## src/rtl/serial_adder.sv

```systemverilog
// Bit-serial adder: one bit per clock, LSB first, behind a three-state
// IDLE/BUSY/DONE controller with registered status and result outputs.
module serial_adder #(
  parameter int WIDTH = 8
) (
  input  logic             clk,
  input  logic             rst,
  input  logic             start,
  input  logic [WIDTH-1:0] a,
  input  logic [WIDTH-1:0] b,
  input  logic             cin,
  output logic             busy,
  output logic             done,
  output logic [WIDTH-1:0] sum,
  output logic             cout
);

  localparam int CW = $clog2(WIDTH + 1);

  typedef enum logic [1:0] {
    IDLE = 2'd0,
    BUSY = 2'd1,
    DONE = 2'd2
  } state_t;

  state_t           state;
  logic [WIDTH-1:0] sh_a;
  logic [WIDTH-1:0] sh_b;
  logic [WIDTH-1:0] res;
  logic             carry;
  logic [CW-1:0]    cnt;

  logic             h1_s, h1_c, h2_s, h2_c;
  logic             c_next;
  logic [WIDTH-1:0] res_next;
  logic             last;

  // Full add as two half-add steps plus an OR.
  always_comb begin
    h1_s     = sh_a[0] ^ sh_b[0];
    h1_c     = sh_a[0] & sh_b[0];
    h2_s     = h1_s ^ carry;
    h2_c     = h1_s & carry;
    c_next   = h1_c | h2_c;
    res_next = (res >> 1) | (WIDTH'(h2_s) << (WIDTH - 1));
    last     = (cnt == CW'(WIDTH - 1));
  end

  always_ff @(posedge clk or posedge rst) begin
    if (rst) begin
      state <= IDLE;
      busy  <= 1'b0;
      done  <= 1'b0;
      sum   <= '0;
      cout  <= 1'b0;
      sh_a  <= '0;
      sh_b  <= '0;
      res   <= '0;
      carry <= 1'b0;
      cnt   <= '0;
    end else begin
      unique case (state)
        IDLE: begin
          if (start) begin
            sh_a  <= a;
            sh_b  <= b;
            carry <= cin;
            cnt   <= '0;
            state <= BUSY;
            busy  <= 1'b1;
          end
        end
        BUSY: begin
          sh_a  <= sh_a >> 1;
          sh_b  <= sh_b >> 1;
          carry <= c_next;
          res   <= res_next;
          cnt   <= cnt + CW'(1);
          if (last) begin
            sum   <= res_next;
            cout  <= c_next;
            state <= DONE;
            busy  <= 1'b0;
            done  <= 1'b1;
          end
        end
        DONE: begin
          state <= IDLE;
          done  <= 1'b0;
        end
        default: begin
          state <= IDLE;
          busy  <= 1'b0;
          done  <= 1'b0;
        end
      endcase
    end
  end

endmodule

```

## config.mk

```make
export PLATFORM = sky130hd
export DESIGN_NAME = serial_adder
export DESIGN_NICKNAME = d
export VERILOG_FILES = /design/src/rtl/serial_adder.sv
export SDC_FILE = /design/constraint.sdc
export NUM_CORES = 1
export LEC_CHECK = 0
export ABC_AREA = 1
export BUFFER_PORTS_ARGS = -buffer_cell sky130_fd_sc_hd__buf_2
export CELL_PAD_IN_SITES_DETAIL_PLACEMENT = 1
export CELL_PAD_IN_SITES_GLOBAL_PLACEMENT = 2
export CORE_ASPECT_RATIO = 1.2
export CORE_MARGIN = 10
export CORE_UTILIZATION = 35
export CTS_CLUSTER_DIAMETER = 60
export DETAILED_ROUTE_END_ITERATION = 12
export PLACE_DENSITY = 0.82
export SYNTH_ARGS = -nofsm -noshare
export SYNTH_HDL_FRONTEND = slang
export SYNTH_SLANG_ARGS = --single-unit
```

## constraint.sdc

```tcl
create_clock -name clk -period 2.5 [get_ports clk]
set_input_delay 0.5 -clock clk [delete_from_list [all_inputs] [get_ports clk]]
set_output_delay 0.5 -clock clk [all_outputs]
set_load 0.02 [all_outputs]
```

==> results by group <==
Run status
  • Status: complete, no violations

CTS
  • Clock Tree Buf Depth: 2
  • Cts bufs inserted: 5
  • Post-CTS sizing: 0
  • # clock sinks: 41
  • Clk slew on worst S/H paths: 80 ps
  • H-tree depth: 2
  • Root Driver: clkbuf_8
  • Post-CTS Setup Repair Bufs: 0
  • Worst-Skew Late Latency: 290 ps
  • Cts hold-fix bufs: 0
  • CTS tree: done

Timing
  • Fin crit share: 0.5574
  • Least-Margin Pin Slew: 693.3 ps
  • Relative slew slack: 0.5367
  • Period minus WS final: 1394 ps
  • Setup TNS: 0 ps
  • Fin. Hold Viols: 0
  • Setup Skew: 6.652 ps
  • Fin. max-slew vios: 0
  • Unrepaired setup endpoints after global routing: no
  • Final setup fails: 0
  • FMAX: 717.6 MHz

Synthesis
  • Ranking of synthesized cells by area: dfrtp_1, nand2_1, nand3_1, buf_6, nor2_4
  • Share of the synthesized area in the top cell type: 0.5767
  • Syn Inst Count: 202
  • Yosys warns: 0
  • Mapped cell area: 1779 um^2
  • Syn nets: 224
  • Avg Cell Area, Syn: 8.808 um^2
  • Seq/Total Area, Yosys: 0.5767
  • Netlist cell types: 16
  • Register bit count reported by yosys: 41
  • Post-synth top area cell: dfrtp_1

Critical path
  • Worst path max stage delay: 420 ps
  • Worst-path fanout max: 21
  • Critical-path cell list: inv_2 -> nand2_1 -> nand3_1 -> nand3_1
  • Buf+Inv Stages, Crit Path: 1
  • CP dominant cell by count: nand3_1
  • Startpoint types: flop
  • WP data arrival: 1560 ps
  • Critical path class: flop to flop
  • Required time of the critical path: 2660 ps
  • Critical path's slowest cell: dfrtp_1
  • CP top delay family: simple AND/OR/NAND/NOR gates
  • Worst Setup End Kind: flop

Final layout
  • Fill cell count: 604
  • Final #Nets: 255
  • Layout cell share with drive strength beyond 1: 0.1966
  • Number of diodes: 0
  • Area Overhead vs Synth: 16.03%

Routing
  • Vias: 1,406
  • First-pass DRT Iterations: 4
  • Via/cell ratio: 4.782
  • Post-route ant nets: 0
  • DRT Wirelength: 3912 um
  • Initial DRC Count: 65
  • Routed length per placed instance: 13.31 um
  • Remaining DRCs: 0

Job
  • Max-cap violations: 0

Floorplan
  • Die Area: 8347 um^2
  • Die span in y: 98.11 um
  • Core Area: 4940 um^2
  • FP Rows: 28
  • Initial Utilization: 0.3602
  • Io pins: 31
  • Die Wd: 85.09 um

GRT
  • Largest net degree at the start of global routing: 42
  • First-pass GRT wire length: 7058 um
  • Congestion Overflow GR: 0
  • Vias in the first global route: 1,585
  • Total track usage: 0.09978
  • Initial antenna violation count: 0

Min path
  • HP Class: input port to async pin

Placed design
  • Port Buf Inserts: 30
  • Final HPWL DP: 2742 um
  • Final Wtd Congestion: 0.6843

Power
  • Total power: 2571 uW
  • Power density cells: 1245 nW/um^2
  • Leakage power: 0.001107 uW
  • Peak VDD IR: 336.2 uV
-- metal layers --
| metal | wire length, um | vias up | GRT usage |
|---|---|---|---|
| li1 | - | 702 | - |
| met5 | 0 | - | 0 |
| met4 | 46 | 0 | 0.03807 |
| met2 | 1895 | 28 | 0.1686 |
| met1 | 1747 | 672 | 0.1111 |
| met3 | 222 | 4 | 0.03574 |
-- power by group --
group	total (uW)	internal, uW	switching, uW
registers	1130	947	184
clock network	542	325	217
logic	898	310	588
-- Yosys cell counts --
cell type,instances
nand2_2,1
o21ai_1,1
buf_6,5
inv_2,3
fa_1,1
buf_2,3
nand3_1,40
nor2_4,2
dfrtp_1,41
nand2_1,92
nand2_4,1
ha_1,1
nand4_1,1
o21ai_0,3
nor2_1,2
inv_1,5
-- path summary, 6_finish.rpt --
check                      startpoint       to  slack, ps  cells past startpoint
setup / recovery             state[1]  sh_a[1]       1110                      4
hold / removal                    rst  sh_a[3]        330                      3
setup reg to reg             state[1]  sh_a[1]       1110                      4
hold reg to reg                res[7]   sum[6]        470                      2
max in group asynchronous         rst  sh_b[0]       1800                      3
min in group clk                 a[7]  sh_a[7]        400                      3
-- logic make-up (layout without fill, tap and decap cells) --
group	count (synthesis)	in the layout	share of synthesized area
compound gates	4	4	0.01125
buf+inv	16	48	0.05696
flops	41	41	0.5767
simple gates	139	139	0.3369
fa+ha+maj	2	2	0.01828
-- sequential cells by signal (all words and copies together), names as in the netlist --
register  cells
sh_a          8
cnt           4
res           7
carry         1
sum           8
state         2
cout          1
busy          1
sh_b          8
done          1
-- layout make-up --
cell class	count	area (um^2)	share of cell area
multi-input combinational	145	651.9	0.3158
clock buffer	7	86.33	0.04182
sequential	41	1026	0.4970
tap	60	75.07	0.03636
timing repair buffer	32	165.2	0.08000
clock inverter	1	30.03	0.01455
inverter	8	30.03	0.01455
-- worst register-to-register path: stages, from the launching register on --
cell and delay [ps]:
dfrtp_1 420, inv_2 110, nand2_1 430, nand3_1 220, nand3_1 90
-- cell usage in the layout, fill, tap and decap left out --
master,instances
buf_2,30
buf_4,2
bufinv_16,1
clkbuf_1,1
clkbuf_8,6
dfrtp_1,41
fa_1,1
ha_1,1
inv_1,5
inv_2,3
nand2_1,92
nand2_2,1
nand2_4,1
nand3_1,40
nand4_1,1
nor2_1,2
nor2_4,2
o21ai_0,3
o21ai_1,1
-- through the flow --
step                      worst slack (ps)    util  instances  instance area [um^2]  hold slack (ps)
after floorplan                       1054       -        202                  1779            441.9
final                                 1106  0.4179        294                  2064            327.0
after global placement                1029  0.3944        286                  1948            455.3
after detailed placement              1015  0.3944        286                  1948            459.3
after CTS                             1071  0.4179        294                  2064            352.6
after global routing                 959.2  0.4179        294                  2064            407.8
Note: power is estimated with default switching activity, not from simulation.
